File: config.mk
export PLATFORM = sky130hd
export DESIGN_NAME = axi4_wr_ctl_flat
export DESIGN_NICKNAME = d
export VERILOG_FILES = /design/src/rtl/axi4_wr_ctl_if.sv /design/src/rtl/axi4_wr_ctl.sv /design/src/flat_wrapper.sv
export SDC_FILE = /design/constraint.sdc
export NUM_CORES = 1
export LEC_CHECK = 0
export ABC_CLOCK_PERIOD_IN_PS = 1970
export BUFFER_PORTS_ARGS = -buffer_cell sky130_fd_sc_hd__buf_2
export CAP_MARGIN = 10
export CORE_MARGIN = 10
export CORE_UTILIZATION = 38
export DETAILED_ROUTE_END_ITERATION = 6
export GPL_TIMING_DRIVEN = 0
export PLACE_DENSITY = 0.84
export SLEW_MARGIN = 25
export SYNTH_ARGS = -nofsm -noshare
export SYNTH_HDL_FRONTEND = slang
export SYNTH_SLANG_ARGS = --single-unit
File: constraint.sdc
create_clock -name ACLK -period 1.97 [get_ports ACLK]
set_input_delay 0 -clock ACLK [delete_from_list [all_inputs] [get_ports ACLK]]
set_output_delay 0 -clock ACLK [all_outputs]
set_load 0.005 [all_outputs]
File: src/rtl/axi4_wr_ctl_if.sv
// AXI4 bus bundle shared by the write controller and its interconnect.
// The master modport drives AW/W/AR plus BREADY/RREADY; the rest flows back.
interface axi4_if #(
    parameter int AW = 32,
    parameter int DW = 32,
    parameter int IW = 1
);
    localparam int SW = DW / 8;

    logic [IW-1:0] AWID;
    logic [AW-1:0] AWADDR;
    logic [7:0]    AWLEN;
    logic [2:0]    AWSIZE;
    logic [1:0]    AWBURST;
    logic          AWLOCK;
    logic [3:0]    AWCACHE;
    logic [2:0]    AWPROT;
    logic [3:0]    AWQOS;
    logic [3:0]    AWREGION;
    logic          AWVALID;
    logic          AWREADY;

    logic [IW-1:0] WID;
    logic [DW-1:0] WDATA;
    logic [SW-1:0] WSTRB;
    logic          WLAST;
    logic          WVALID;
    logic          WREADY;

    logic [IW-1:0] BID;
    logic [1:0]    BRESP;
    logic          BVALID;
    logic          BREADY;

    logic [IW-1:0] ARID;
    logic [AW-1:0] ARADDR;
    logic [7:0]    ARLEN;
    logic [2:0]    ARSIZE;
    logic [1:0]    ARBURST;
    logic          ARLOCK;
    logic [3:0]    ARCACHE;
    logic [2:0]    ARPROT;
    logic [3:0]    ARQOS;
    logic [3:0]    ARREGION;
    logic          ARVALID;
    logic          ARREADY;

    logic [IW-1:0] RID;
    logic [DW-1:0] RDATA;
    logic [1:0]    RRESP;
    logic          RLAST;
    logic          RVALID;
    logic          RREADY;

    modport m (
        output AWID, AWADDR, AWLEN, AWSIZE, AWBURST, AWLOCK, AWCACHE, AWPROT,
               AWQOS, AWREGION, AWVALID,
        input  AWREADY,
        output WID, WDATA, WSTRB, WLAST, WVALID,
        input  WREADY,
        input  BID, BRESP, BVALID,
        output BREADY,
        output ARID, ARADDR, ARLEN, ARSIZE, ARBURST, ARLOCK, ARCACHE, ARPROT,
               ARQOS, ARREGION, ARVALID,
        input  ARREADY,
        input  RID, RDATA, RRESP, RLAST, RVALID,
        output RREADY
    );
endinterface

File: src/rtl/axi4_wr_ctl.sv
// Single-burst AXI4 write controller: takes (address, length) plus a data
// stream, issues one INCR burst, and reports BRESP on a one-cycle status strobe.
module axi4_wr_ctl #(
    parameter int            AW = 32,
    parameter int            DW = 32,
    parameter int            SW = DW / 8,
    parameter int            IW = 1,
    parameter int            LW = 8,
    parameter logic [IW-1:0] ID = '0
) (
    input  logic          ACLK,
    input  logic          ARESETn,
    input  logic          cmd_vld,
    output logic          cmd_rdy,
    input  logic [AW-1:0] cmd_adr,
    input  logic [LW-1:0] cmd_len,
    input  logic          dat_vld,
    output logic          dat_rdy,
    input  logic [DW-1:0] dat_dat,
    input  logic [SW-1:0] dat_sel,
    output logic          sts_vld,
    output logic [1:0]    sts_rsp,
    output logic          busy,
    axi4_if.m             axi
);

    localparam logic [1:0] IDLE  = 2'd0;
    localparam logic [1:0] BURST = 2'd1;
    localparam logic [1:0] RESP  = 2'd2;

    localparam logic [2:0] SIZE = 3'($clog2(SW));

    logic [1:0]    state_q, state_d;
    logic [AW-1:0] adr_q, adr_d;
    logic [LW-1:0] len_q, len_d;
    logic [LW-1:0] cnt_q, cnt_d;
    logic          aw_done_q, aw_done_d;
    logic          w_done_q, w_done_d;
    logic          sts_vld_q, sts_vld_d;
    logic [1:0]    sts_rsp_q, sts_rsp_d;

    logic in_burst;
    logic aw_vld;
    logic w_vld;
    logic w_last;
    logic aw_hs;
    logic w_hs;

    assign in_burst = (state_q == BURST);
    assign aw_vld   = in_burst & ~aw_done_q;
    assign w_vld    = in_burst & dat_vld & ~w_done_q;
    assign w_last   = (cnt_q == len_q);
    assign aw_hs    = aw_vld & axi.AWREADY;
    assign w_hs     = w_vld & axi.WREADY;

    assign cmd_rdy = (state_q == IDLE);
    assign dat_rdy = in_burst & axi.WREADY & ~w_done_q;
    assign busy    = (state_q != IDLE);
    assign sts_vld = sts_vld_q;
    assign sts_rsp = sts_rsp_q;

    assign axi.AWID     = ID;
    assign axi.AWADDR   = adr_q;
    assign axi.AWLEN    = 8'(len_q);
    assign axi.AWSIZE   = SIZE;
    assign axi.AWBURST  = 2'b01;
    assign axi.AWLOCK   = 1'b0;
    assign axi.AWCACHE  = 4'b0011;
    assign axi.AWPROT   = 3'b000;
    assign axi.AWQOS    = 4'b0000;
    assign axi.AWREGION = 4'b0000;
    assign axi.AWVALID  = aw_vld;

    assign axi.WID    = ID;
    assign axi.WDATA  = dat_dat;
    assign axi.WSTRB  = dat_sel;
    assign axi.WLAST  = w_last;
    assign axi.WVALID = w_vld;

    assign axi.BREADY = (state_q == RESP);

    assign axi.ARID     = '0;
    assign axi.ARADDR   = '0;
    assign axi.ARLEN    = '0;
    assign axi.ARSIZE   = '0;
    assign axi.ARBURST  = '0;
    assign axi.ARLOCK   = 1'b0;
    assign axi.ARCACHE  = '0;
    assign axi.ARPROT   = '0;
    assign axi.ARQOS    = '0;
    assign axi.ARREGION = '0;
    assign axi.ARVALID  = 1'b0;
    assign axi.RREADY   = 1'b0;

    logic unused_ok;
    assign unused_ok = ^{axi.BID, axi.ARREADY, axi.RID, axi.RDATA, axi.RRESP,
                         axi.RLAST, axi.RVALID};

    // The counter holds on the last beat, so a full 2^LW-beat burst never wraps.
    always_comb begin
        state_d   = state_q;
        adr_d     = adr_q;
        len_d     = len_q;
        cnt_d     = cnt_q;
        aw_done_d = aw_done_q;
        w_done_d  = w_done_q;
        sts_vld_d = 1'b0;
        sts_rsp_d = sts_rsp_q;
        case (state_q)
            IDLE: begin
                if (cmd_vld) begin
                    adr_d     = cmd_adr;
                    len_d     = cmd_len;
                    cnt_d     = '0;
                    aw_done_d = 1'b0;
                    w_done_d  = 1'b0;
                    state_d   = BURST;
                end
            end
            BURST: begin
                if (aw_hs) begin
                    aw_done_d = 1'b1;
                end
                if (w_hs) begin
                    if (w_last) begin
                        w_done_d = 1'b1;
                    end else begin
                        cnt_d = cnt_q + 1'b1;
                    end
                end
                if (aw_done_d && w_done_d) begin
                    state_d = RESP;
                end
            end
            RESP: begin
                if (axi.BVALID) begin
                    sts_vld_d = 1'b1;
                    sts_rsp_d = axi.BRESP;
                    state_d   = IDLE;
                end
            end
            default: state_d = IDLE;
        endcase
    end

    always_ff @(posedge ACLK or negedge ARESETn) begin
        if (!ARESETn) begin
            state_q   <= IDLE;
            adr_q     <= '0;
            len_q     <= '0;
            cnt_q     <= '0;
            aw_done_q <= 1'b0;
            w_done_q  <= 1'b0;
            sts_vld_q <= 1'b0;
            sts_rsp_q <= 2'b00;
        end else begin
            state_q   <= state_d;
            adr_q     <= adr_d;
            len_q     <= len_d;
            cnt_q     <= cnt_d;
            aw_done_q <= aw_done_d;
            w_done_q  <= w_done_d;
            sts_vld_q <= sts_vld_d;
            sts_rsp_q <= sts_rsp_d;
        end
    end

endmodule

File: src/flat_wrapper.sv
// flat-port wrapper written by rule: the top's interface ports become plain ports
module axi4_wr_ctl_flat 
#(
    parameter int            AW = 32,
    parameter int            DW = 32,
    parameter int            SW = DW / 8,
    parameter int            IW = 1,
    parameter int            LW = 8,
    parameter logic [IW-1:0] ID = '0
)
  (ACLK, ARESETn, cmd_vld, cmd_rdy, cmd_adr, cmd_len, dat_vld, dat_rdy, dat_dat, dat_sel, sts_vld, sts_rsp, busy, axi_AWID, axi_AWADDR, axi_AWLEN, axi_AWSIZE, axi_AWBURST, axi_AWLOCK, axi_AWCACHE, axi_AWPROT, axi_AWQOS, axi_AWREGION, axi_AWVALID, axi_AWREADY, axi_WID, axi_WDATA, axi_WSTRB, axi_WLAST, axi_WVALID, axi_WREADY, axi_BID, axi_BRESP, axi_BVALID, axi_BREADY, axi_ARID, axi_ARADDR, axi_ARLEN, axi_ARSIZE, axi_ARBURST, axi_ARLOCK, axi_ARCACHE, axi_ARPROT, axi_ARQOS, axi_ARREGION, axi_ARVALID, axi_ARREADY, axi_RID, axi_RDATA, axi_RRESP, axi_RLAST, axi_RVALID, axi_RREADY);
  axi4_if #(.AW(AW), .DW(DW), .IW(IW)) axi_i ();
  input  logic ACLK;
  input  logic ARESETn;
  input  logic cmd_vld;
  output logic cmd_rdy;
  input  logic [AW-1:0] cmd_adr;
  input  logic [LW-1:0] cmd_len;
  input  logic dat_vld;
  output logic dat_rdy;
  input  logic [DW-1:0] dat_dat;
  input  logic [SW-1:0] dat_sel;
  output logic sts_vld;
  output logic [1:0] sts_rsp;
  output logic busy;
  output wire logic [$bits(axi_i.AWID)-1:0] axi_AWID;
  output wire logic [$bits(axi_i.AWADDR)-1:0] axi_AWADDR;
  output wire logic [$bits(axi_i.AWLEN)-1:0] axi_AWLEN;
  output wire logic [$bits(axi_i.AWSIZE)-1:0] axi_AWSIZE;
  output wire logic [$bits(axi_i.AWBURST)-1:0] axi_AWBURST;
  output wire logic [$bits(axi_i.AWLOCK)-1:0] axi_AWLOCK;
  output wire logic [$bits(axi_i.AWCACHE)-1:0] axi_AWCACHE;
  output wire logic [$bits(axi_i.AWPROT)-1:0] axi_AWPROT;
  output wire logic [$bits(axi_i.AWQOS)-1:0] axi_AWQOS;
  output wire logic [$bits(axi_i.AWREGION)-1:0] axi_AWREGION;
  output wire logic [$bits(axi_i.AWVALID)-1:0] axi_AWVALID;
  input wire logic [$bits(axi_i.AWREADY)-1:0] axi_AWREADY;
  output wire logic [$bits(axi_i.WID)-1:0] axi_WID;
  output wire logic [$bits(axi_i.WDATA)-1:0] axi_WDATA;
  output wire logic [$bits(axi_i.WSTRB)-1:0] axi_WSTRB;
  output wire logic [$bits(axi_i.WLAST)-1:0] axi_WLAST;
  output wire logic [$bits(axi_i.WVALID)-1:0] axi_WVALID;
  input wire logic [$bits(axi_i.WREADY)-1:0] axi_WREADY;
  input wire logic [$bits(axi_i.BID)-1:0] axi_BID;
  input wire logic [$bits(axi_i.BRESP)-1:0] axi_BRESP;
  input wire logic [$bits(axi_i.BVALID)-1:0] axi_BVALID;
  output wire logic [$bits(axi_i.BREADY)-1:0] axi_BREADY;
  output wire logic [$bits(axi_i.ARID)-1:0] axi_ARID;
  output wire logic [$bits(axi_i.ARADDR)-1:0] axi_ARADDR;
  output wire logic [$bits(axi_i.ARLEN)-1:0] axi_ARLEN;
  output wire logic [$bits(axi_i.ARSIZE)-1:0] axi_ARSIZE;
  output wire logic [$bits(axi_i.ARBURST)-1:0] axi_ARBURST;
  output wire logic [$bits(axi_i.ARLOCK)-1:0] axi_ARLOCK;
  output wire logic [$bits(axi_i.ARCACHE)-1:0] axi_ARCACHE;
  output wire logic [$bits(axi_i.ARPROT)-1:0] axi_ARPROT;
  output wire logic [$bits(axi_i.ARQOS)-1:0] axi_ARQOS;
  output wire logic [$bits(axi_i.ARREGION)-1:0] axi_ARREGION;
  output wire logic [$bits(axi_i.ARVALID)-1:0] axi_ARVALID;
  input wire logic [$bits(axi_i.ARREADY)-1:0] axi_ARREADY;
  input wire logic [$bits(axi_i.RID)-1:0] axi_RID;
  input wire logic [$bits(axi_i.RDATA)-1:0] axi_RDATA;
  input wire logic [$bits(axi_i.RRESP)-1:0] axi_RRESP;
  input wire logic [$bits(axi_i.RLAST)-1:0] axi_RLAST;
  input wire logic [$bits(axi_i.RVALID)-1:0] axi_RVALID;
  output wire logic [$bits(axi_i.RREADY)-1:0] axi_RREADY;
  assign axi_AWID = axi_i.AWID;
  assign axi_AWADDR = axi_i.AWADDR;
  assign axi_AWLEN = axi_i.AWLEN;
  assign axi_AWSIZE = axi_i.AWSIZE;
  assign axi_AWBURST = axi_i.AWBURST;
  assign axi_AWLOCK = axi_i.AWLOCK;
  assign axi_AWCACHE = axi_i.AWCACHE;
  assign axi_AWPROT = axi_i.AWPROT;
  assign axi_AWQOS = axi_i.AWQOS;
  assign axi_AWREGION = axi_i.AWREGION;
  assign axi_AWVALID = axi_i.AWVALID;
  assign axi_i.AWREADY = axi_AWREADY;
  assign axi_WID = axi_i.WID;
  assign axi_WDATA = axi_i.WDATA;
  assign axi_WSTRB = axi_i.WSTRB;
  assign axi_WLAST = axi_i.WLAST;
  assign axi_WVALID = axi_i.WVALID;
  assign axi_i.WREADY = axi_WREADY;
  assign axi_i.BID = axi_BID;
  assign axi_i.BRESP = axi_BRESP;
  assign axi_i.BVALID = axi_BVALID;
  assign axi_BREADY = axi_i.BREADY;
  assign axi_ARID = axi_i.ARID;
  assign axi_ARADDR = axi_i.ARADDR;
  assign axi_ARLEN = axi_i.ARLEN;
  assign axi_ARSIZE = axi_i.ARSIZE;
  assign axi_ARBURST = axi_i.ARBURST;
  assign axi_ARLOCK = axi_i.ARLOCK;
  assign axi_ARCACHE = axi_i.ARCACHE;
  assign axi_ARPROT = axi_i.ARPROT;
  assign axi_ARQOS = axi_i.ARQOS;
  assign axi_ARREGION = axi_i.ARREGION;
  assign axi_ARVALID = axi_i.ARVALID;
  assign axi_i.ARREADY = axi_ARREADY;
  assign axi_i.RID = axi_RID;
  assign axi_i.RDATA = axi_RDATA;
  assign axi_i.RRESP = axi_RRESP;
  assign axi_i.RLAST = axi_RLAST;
  assign axi_i.RVALID = axi_RVALID;
  assign axi_RREADY = axi_i.RREADY;
  axi4_wr_ctl #(.AW(AW), .DW(DW), .SW(SW), .IW(IW), .LW(LW), .ID(ID)) u_core (.ACLK(ACLK), .ARESETn(ARESETn), .cmd_vld(cmd_vld), .cmd_rdy(cmd_rdy), .cmd_adr(cmd_adr), .cmd_len(cmd_len), .dat_vld(dat_vld), .dat_rdy(dat_rdy), .dat_dat(dat_dat), .dat_sel(dat_sel), .sts_vld(sts_vld), .sts_rsp(sts_rsp), .busy(busy), .axi(axi_i));
endmodule
==> results of run 1 <==
-- cell families (layout without fill, tap and decap cells) --
logic type,count (synthesis),count (layout),share of synthesized area (%)
DFF,55,55,40.86
buffers and inverters,139,326,29.94
and+or+nand+nor,160,160,20.65
adders and majority gates,1,1,0.3714
AOI/OAI and AO/OA,12,12,2.823
other,2,87,0.2230
xor gates and xnor gates,8,8,2.080
muxes,10,10,3.046
-- worst reg2reg max path, stage by stage, from the launching register on --
cell	delay, ps
sky130_fd_sc_hd__dfrtp_1	440
sky130_fd_sc_hd__nor2_1	280
sky130_fd_sc_hd__and2_0	180
sky130_fd_sc_hd__clkbuf_1	300
sky130_fd_sc_hd__buf_2	320
sky130_fd_sc_hd__nand2_1	90
sky130_fd_sc_hd__nand2_1	70
-- cell usage after synthesis (2+ instances only) --
master and count:
sky130_fd_sc_hd__a211oi_1 3, sky130_fd_sc_hd__clkbuf_1 5, sky130_fd_sc_hd__a21oi_1 2, sky130_fd_sc_hd__mux2_2 2
sky130_fd_sc_hd__nand3_1 3, sky130_fd_sc_hd__clkbuf_8 2, sky130_fd_sc_hd__nor4_4 2, sky130_fd_sc_hd__buf_4 123
sky130_fd_sc_hd__nand4_1 2, sky130_fd_sc_hd__and2_1 3, sky130_fd_sc_hd__mux2i_1 8, sky130_fd_sc_hd__inv_1 5
sky130_fd_sc_hd__nor2_1 6, sky130_fd_sc_hd__xor2_1 8, sky130_fd_sc_hd__buf_2 4, sky130_fd_sc_hd__dfrtp_1 55
sky130_fd_sc_hd__conb_1 2, sky130_fd_sc_hd__nand2b_1 5, sky130_fd_sc_hd__nand2_1 134
-- metal layers --
metal	wire (um)	global-route usage (%)	vias up
met5	0	0	-
met4	180	4.511	0
met3	1469	8.543	13
met2	5636	28.28	157
met1	3403	14.03	1388
li1	-	-	1529
-- power by group --
part	switching, W	internal (W)	total, W
clock	0.000382	0.000255	0.000637
sequential	0.000318	0.00158	0.00190
combinational	0.00118	0.00102	0.00220
total	0.00188	0.00286	0.00473
-- final cells by class --
cell class	count	area, um^2	area share (%)
Clock buffer	5	68.82	1.365
Clock inverter	3	25.02	0.4965
Tap cell	108	135.1	2.681
Inverter	5	18.77	0.3724
Sequential cell	55	1376	27.31
Buffer	134	989.7	19.64
Timing Repair Buffer	179	1124	22.29
Multi-Input combinational cell	278	1303	25.84
-- state kept, by name, indices dropped and copies added (netlist names) --
register / count
u_core.aw_done_q: 1
u_core.axi.AWADDR: 32
u_core.axi.AWLEN: 8
u_core.cnt_q: 8
u_core.state_q: 2
u_core.sts_rsp: 2
u_core.sts_vld: 1
u_core.w_done_q: 1
-- per-stage QoR --
step	cell area [um^2]	std cells	setup WS [ps]	power (W)	util [%]
2_1_floorplan	3687	472	479.1	0.003108	-
3_3_place_gp	4493	714	299.5	0.003943	51.77
6_report	5040	767	172.9	0.004735	58.07
4_1_cts	5040	767	148.0	0.004770	58.07
5_1_grt	5040	767	13.14	0.005122	58.07
3_5_place_dp	4496	714	236.9	0.004047	51.80
-- how the worst max path moves through the flow --
stage / start / end / slack [ps] / depth (start not counted)
floorplan: u_core.cnt_q[3] / u_core.cnt_q[0] / 480 / 4
global placement: u_core.state_q[1] / u_core.axi.AWADDR[29] / 300 / 6
detailed placement: u_core.state_q[1] / u_core.axi.AWADDR[29] / 240 / 6
CTS: u_core.cnt_q[3] / axi_WLAST / 150 / 4
global route: u_core.cnt_q[3] / axi_WLAST / 10 / 4
finish: u_core.cnt_q[3] / axi_WLAST / 170 / 4
==> reports/results.md, run 1 <==
| Stage | Result | This run |
|:---|:---|:---|
| critical path | Critical path buffers and inverters | 1 |
| route | Length of the first detailed-routing pass in iterations | 4 |
| route | Total detailed-routing wirelength | 10690 um |
| critical path | Largest stage delay on the critical path | 500 ps |
| clock network | Number of buffers created by CTS | 5 |
| synthesis | Synthesized area | 3368 um^2 |
| route | Total via count after detailed routing | 3087 |
| pwr | Static power due to leakage | 3.032 nW |
| critical path | Reg2reg end | u_core.axi.AWADDR[29] |
| placed design | DP HPWL | 8186 um |
| grt | Wire length of the first global-routing pass | 16420 um |
| clock network | Cell chosen for the clock root | sky130_fd_sc_hd__clkbuf_8 |
| synthesis | Sequential share of the synthesized area | 40.86% |
| finish | Most frequent standard cell in the layout excluding fill and tap cells | sky130_fd_sc_hd__buf_2 |
| timing | Final Cycle Share | 91.22% |
| job | Number of maximum-capacitance constraint violations | 0 |
| clock network | H-tree level count | 2 |
| floorplanning | Effective utilization at floorplan | 38.81% |
| route | DRC violation count after routing | 0 |
| timing | Maximum clock frequency | 0.5565 GHz |
| worst hold path | Hold path depth | 4 |
| critical path | CP cell instances | xor2_1, nor4_4, and2_1, buf_2 |
| floorplanning | Std cell rows | 34 |
| floorplanning | Horiz. Die Dim | 114.1 um |
| timing | Final count of negative-setup-slack endpoints | 0 |
| timing | Number of pins exceeding their max-slew limit in the final report | 0 |
| finish | Layout cell share with drive strength beyond 1 | 42.49% |
| clock network | Number of cells upsized or downsized after cts | 0 |
| critical path | Setup slack of the worst register-to-register path | 230 ps |
| synthesis | Synthesized instance count | 387 |
| clock network | CTS sink count | 55 |
| grt | Global route overflow | 0 |
| critical path | CP startpoint kind | register |
| synthesis | Area share of the largest cell type after synthesis | 40.86% |
| critical path | Critical path type | reg -> out |
| critical path | Origin of the critical flop-to-flop path | u_core.state_q[1] |
| grt | Via count of the first global-routing pass | 3300 |
| clock network | Clk Latency, worst-skew pair | 310 ps |
| synthesis | Number of warnings issued by yosys | 0 |
| synthesis | Async S/R FF share, synth | 100.0% |
| placed design | RD Place Congestion | 0.8183 |
| route | 1st-iter DRT viols | 91 |
| synthesis | Most instantiated flip-flop cell in the synthesis netlist | sky130_fd_sc_hd__dfrtp_1 |
| critical path | Critical path arrival | 1800 ps |
| finish | Diode insertion count for antenna repair | 0 |
| floorplanning | Number of top-level design ports | 297 |
| floorplanning | Die height | 114.1 um |
| pwr | Worst IR Drop VDD | 0.0007249 V |
| clock network | CTS tree | yes |
| route | Post-detailed-route wirelength per cell | 13.94 um |
| floorplanning | Core region area | 8678 um^2 |
| grt | Number of antenna violations at the first check in global routing | 0 |
| critical path | Critical path's top delay family | simple AND/OR/NAND/NOR gates |
| route | Residual antenna-violating net count after detailed routing | 0 |
| placed design | Port Buffers | 134 |
| synthesis | Number of distinct library cell variants in the gate-level netlist after synthesis | 32 |
| finish | Post-layout nets | 783 |
| critical path | CP max-delay cell | sky130_fd_sc_hd__nor4_4 |
| timing | Worst-margin pin slew | 707.8 ps |
| worst hold path | Startpoint of the tightest hold check path | cmd_vld |
| synthesis | Flop and latch count out of synthesis | 55 |
| timing | Tightest slew margin relative to the limit | 52.81% |
| grt | Maximum number of pins on one net before global-route repair | 56 |
| synthesis | Main area contributors after synthesis | sky130_fd_sc_hd__dfrtp_1 (41%), sky130_fd_sc_hd__buf_4 (27%), sky130_fd_sc_hd__nand2_1 (15%), sky130_fd_sc_hd__mux2i_1 (2.4%), sky130_fd_sc_hd__xor2_1 (2.1%) |
| finish | Leading cell types in the layout, fill and taps excluded | sky130_fd_sc_hd__buf_2 (137), sky130_fd_sc_hd__nand2_1 (134), sky130_fd_sc_hd__buf_4 (124) |
| status | Status | finished clean |
| finish | Area added between synthesis and finish | 49.63% |
| floorplanning | Full die area | 13030 um^2 |
| worst hold path | Hold WC Path Type | in -> reg |
| critical path | Maximum fanout encountered on the critical timing path | 8 |
| timing | Period minus WS final | 1797 ps |
| synthesis | Average size of a mapped cell | 8.703 um^2 |
| clock network | Number of hold buffers added after CTS | 45 |
| synthesis | Leading area contributor after synthesis | sky130_fd_sc_hd__dfrtp_1 |
| finish | Layout fillers | 744 |
| timing | Setup repair after global routing missed its margin | no |
| critical path | Critical path endpoint category | primary output |
| critical path | Required time of the worst setup path | 1970 ps |
| timing | Final worst clock skew | 11.56 ps |
| timing | Final worst hold slack | 14.56 ps |
| pwr | Power density of the placed cells | 939.5 nW/um^2 |
| clock network | Setup Fix Bufs, Post-CTS | 0 |
| timing | Sum Neg Setup Slack | 0 ps |
| timing | Count of endpoints failing hold in the final timing report | 0 |
| route | Via-per-instance ratio | 4.025 |
| clock network | Clock slew at reported path FFs | 110 ps |
| synthesis | Count of flip-flops with a built-in enable after synthesis | 0 |
| worst hold path | End of the worst hold path | u_core.cnt_q[7] |
| clock network | Bufs on Longest Clock Path | 2 |
| critical path | Worst reg-to-reg path cell count | 6 |
| grt | Total GRT Usage | 15.35% |
(Power assumes the default switching activity.)
==> run 2: changes to the inputs <==
--- a/config.mk
+++ b/config.mk
@@ -5,14 +5,14 @@
 export SDC_FILE = /design/constraint.sdc
 export NUM_CORES = 1
 export LEC_CHECK = 0
-export ABC_CLOCK_PERIOD_IN_PS = 1970
+export ABC_CLOCK_PERIOD_IN_PS = 2100
 export BUFFER_PORTS_ARGS = -buffer_cell sky130_fd_sc_hd__buf_2
 export CAP_MARGIN = 10
-export CORE_MARGIN = 10
-export CORE_UTILIZATION = 38
+export CORE_AREA = 10 10 108 110
 export DETAILED_ROUTE_END_ITERATION = 6
+export DIE_AREA = 0 0 118 120
 export GPL_TIMING_DRIVEN = 0
-export PLACE_DENSITY = 0.84
+export PLACE_DENSITY = 0.79
 export SLEW_MARGIN = 25
 export SYNTH_ARGS = -nofsm -noshare
 export SYNTH_HDL_FRONTEND = slang
==> constraint.sdc (replaced) <==
create_clock -name ACLK -period 2.1 [get_ports ACLK]
set_input_delay 0 -clock ACLK [delete_from_list [all_inputs] [get_ports ACLK]]
set_output_delay 0 -clock ACLK [all_outputs]
set_load 0.005 [all_outputs]
==> run 2 against run 1 <==
Hold slack gained 3.9 ps. First-iteration DRC count fell by 2.2%. Die area up 8.7%. Count of clock-buffer cells in the layout increased by 1. Via count is 0.71% lower. Clock power decreased by 6.9%. Critical path depth is the same. Routed wire length is 0.91% lower. Sequential power is 6% lower. Critical endpoint unchanged.
==> reports/results.md, run 2 (synthesis gave the netlist of run 1 again) <==
| Stage | Result | This run | Change |
|:---|:---|:---|:---|
| status | Status | finished clean |  |
| floorplanning | Full die area | 14160 um^2 | +8.7% |
| job | Number of maximum-capacitance constraint violations | 0 | unchanged |
| finish | FF+latch area | 1376 um^2 | unchanged |
| timing | Number of pins exceeding their max-slew limit in the final report | 0 | unchanged |
| finish | Post-layout nets | 783 | unchanged |
| finish | Most frequent standard cell in the layout excluding fill and tap cells | sky130_fd_sc_hd__buf_2 |  |
| clock network | Clk Latency, worst-skew pair | 300 ps | about the same |
| timing | Final count of negative-setup-slack endpoints | 0 | unchanged |
| pwr | Static power due to leakage | 3.035 nW | about the same |
| route | Residual antenna-violating net count after detailed routing | 0 | unchanged |
| floorplanning | Number of top-level design ports | 297 | unchanged |
| worst hold path | Startpoint of the tightest hold check path | cmd_vld |  |
| floorplanning | Die height | 120 um | +5.1% |
| finish | Multi-input combinational cell area | 1303 um^2 | unchanged |
| floorplanning | Core region area | 9549 um^2 | +10% |
| critical path | Maximum fanout encountered on the critical timing path | 8 | unchanged |
| route | Total via count after detailed routing | 3065 | -0.71% |
| grt | Total GRT Usage | 14.10% | -1.3 points |
| timing | Worst-margin pin slew | 703.7 ps | -4.031 ps |
| grt | Via count of the first global-routing pass | 3171 | -3.9% |
| worst hold path | End of the worst hold path | u_core.cnt_q[7] |  |
| finish | Layout fillers | 879 | +18% |
| finish | Diode insertion count for antenna repair | 0 | unchanged |
| critical path | CP startpoint kind | register |  |
| pwr | Worst IR Drop VDD | 0.0004680 V | -35% |
| route | Via-per-instance ratio | 3.875 | -3.7% |
| timing | Final worst clock skew | 7.705 ps | -3.858 ps |
| pwr | Net switching share of the total power | 38.89% | -0.79 points |
| critical path | Setup slack of the worst register-to-register path | 440 ps | +210 ps |
| clock network | CTS sink count | 55 | unchanged |
| placed design | DP HPWL | 8158 um | -0.34% |
| pwr | Combinational cell fraction of total power | 46.3% | about the same |
| route | 1st-iter DRT viols | 89 | -2.2% |
| critical path | Critical path arrival | 1790 ps | about the same |
| finish | Area added between synthesis and finish | 50.37% |  |
| clock network | Clock slew at reported path FFs | 100 ps | about the same |
| floorplanning | Std cell rows | 36 | +5.9% |
| pwr | Clk pwr share | 13.4% | about the same |
| worst hold path | Hold WC Path Type | in -> reg |  |
| floorplanning | Effective utilization at floorplan | 35.27% | -3.5 points |
| critical path | Critical path type | reg -> out |  |
| timing | Count of endpoints failing hold in the final timing report | 0 | unchanged |
| timing | Period minus WS final | 1788 ps |  |
| pwr | Power density of the placed cells | 872.5 nW/um^2 | -7.1% |
| critical path | Critical path endpoint category | primary output |  |
| worst hold path | Hold path depth | 4 | unchanged |
| pwr | Net switching power | 0.001719 W | -8.5% |
| timing | Final Worst Setup Slack | 312.5 ps | +139.5 ps |
| clock network | Cell chosen for the clock root | sky130_fd_sc_hd__clkbuf_8 |  |
| route | Total detailed-routing wirelength | 10590 um | -0.91% |
| clock network | CTS tree | yes |  |
| critical path | Worst reg-to-reg path cell count | 4 | -2 |
| clock network | H-tree level count | 2 | unchanged |
| pwr | Relative contribution of sequential cells to total power | 40.3% | about the same |
| grt | Global route overflow | 0 | unchanged |
| timing | Setup repair after global routing missed its margin | no |  |
| clock network | Setup Fix Bufs, Post-CTS | 0 | unchanged |
| route | DRC violation count after routing | 0 | unchanged |
| timing | Tightest slew margin relative to the limit | 53.08% | +0.27 points |
| grt | Number of antenna violations at the first check in global routing | 0 | unchanged |
| grt | Wire length of the first global-routing pass | 16570 um | +0.92% |
| finish | Number of flip-flops under the largest register name | 32 | unchanged |
| pwr | Internal power | 0.002701 W | -5.4% |
| finish | Leading cell types in the layout, fill and taps excluded | sky130_fd_sc_hd__buf_2 (137), sky130_fd_sc_hd__nand2_1 (134), sky130_fd_sc_hd__buf_4 (124) |  |
| critical path | Origin of the critical flop-to-flop path | u_core.cnt_q[2] |  |
| placed design | Worst setup timing slack at the placement stage | 414.7 ps | +177.8 ps |
| timing | Maximum clock frequency | 0.5594 GHz |  |
| clock network | Bufs on Longest Clock Path | 2 | unchanged |
| grt | Maximum number of pins on one net before global-route repair | 56 | unchanged |
| clock network | Number of buffers created by CTS | 5 | unchanged |
| route | Length of the first detailed-routing pass in iterations | 4 | unchanged |
| critical path | Reg2reg end | u_core.cnt_q[1] |  |
| critical path | Required time of the worst setup path | 2100 ps | +130 ps |
| placed design | RD Place Congestion | 0.7614 | -7.0% |
| finish | Util after Layout | 53.04% | -5.0 points |
| placed design | Port Buffers | 134 | unchanged |
| route | Post-detailed-route wirelength per cell | 13.39 um | -3.9% |
| floorplanning | Horiz. Die Dim | 118 um | +3.4% |
| timing | Sum Neg Setup Slack | 0 ps | unchanged |
| finish | Layout cell share with drive strength beyond 1 | 42.40% | -0.087 points |
| timing | Final Cycle Share | 85.12% |  |
[run 2: changes by cell type in the layout (fill, tap and decap cells not counted)]
cell	change
sky130_fd_sc_hd__clkinv_2	+1
sky130_fd_sc_hd__clkbuf_8	+1
sky130_fd_sc_hd__clkinvlp_4	-1
sky130_fd_sc_hd__clkinv_4	-2
[run 2: cell type report]
type / instances / share of cell area [%]
sequential: 55 / 27.17
multi-input combinational: 278 / 25.72
timing repair buffer: 179 / 22.18
buffer: 134 / 19.54
tap: 133 / 3.286
clock buffer: 6 / 1.630
inverter: 5 / 0.3706
clock inverter: 1 / 0.09881
[run 2: critical path, cell delays in order (launching register included)]
cell and delay (ps):
sky130_fd_sc_hd__dfrtp_1 450, sky130_fd_sc_hd__xor2_1 210, sky130_fd_sc_hd__nor4_4 480, sky130_fd_sc_hd__and2_1 220
sky130_fd_sc_hd__buf_2 140
[run 2: what timing repair did]
action	CTS	global route
hold buffers	45	0
hold endpoints to repair	100	0
gates resized for setup	0	0
setup endpoints to repair	0	0
[run 2: worst max path at each step]
stage / startpoint / end / slack [ps] / cells after the start
3_5_place_dp: u_core.state_q[1] / u_core.axi.AWLEN[6] / 410 / 6
4_1_cts: u_core.cnt_q[2] / axi_WLAST / 270 / 4
2_1_floorplan: u_core.cnt_q[3] / u_core.cnt_q[0] / 610 / 4
5_1_grt: u_core.axi.AWLEN[7] / axi_WLAST / 190 / 4
3_3_place_gp: u_core.state_q[1] / u_core.axi.AWLEN[4] / 440 / 6
6_report: u_core.cnt_q[2] / axi_WLAST / 310 / 4
[run 2: stage by stage]
stage / cells / hold slack, ps / cell area (um^2) / power [W]
after floorplan: 472 / -295.6 / 3687 / 0.002915
after global placement: 739 / 172.5 / 4524 / 0.003705
after detailed placement: 739 / 98.50 / 4527 / 0.003789
after CTS: 791 / 17.81 / 5065 / 0.004457
after global routing: 791 / 30.43 / 5065 / 0.004806
final: 791 / 18.46 / 5065 / 0.004419
[run 2: power groups by stage]
stage | sequential (W) | clock (W) | combinational, W
global placement | 0.00177 | 0 | 0.00193
floorplan | 0.00180 | 0 | 0.00111
global route | 0.00184 | 0.000653 | 0.00232
finish | 0.00178 | 0.000593 | 0.00205
CTS | 0.00178 | 0.000616 | 0.00206
detailed placement | 0.00179 | 0 | 0.00200
[run 2: metal layers]
layer / global-route usage [%] / share of wire [%] / up-vias
met5: 0 / 0 / -
met4: 3.246 / 1.2 / 0
met3: 5.907 / 9.9 / 9
met2: 25.63 / 52 / 146
met1: 14.88 / 37 / 1383
li1: - / - / 1527
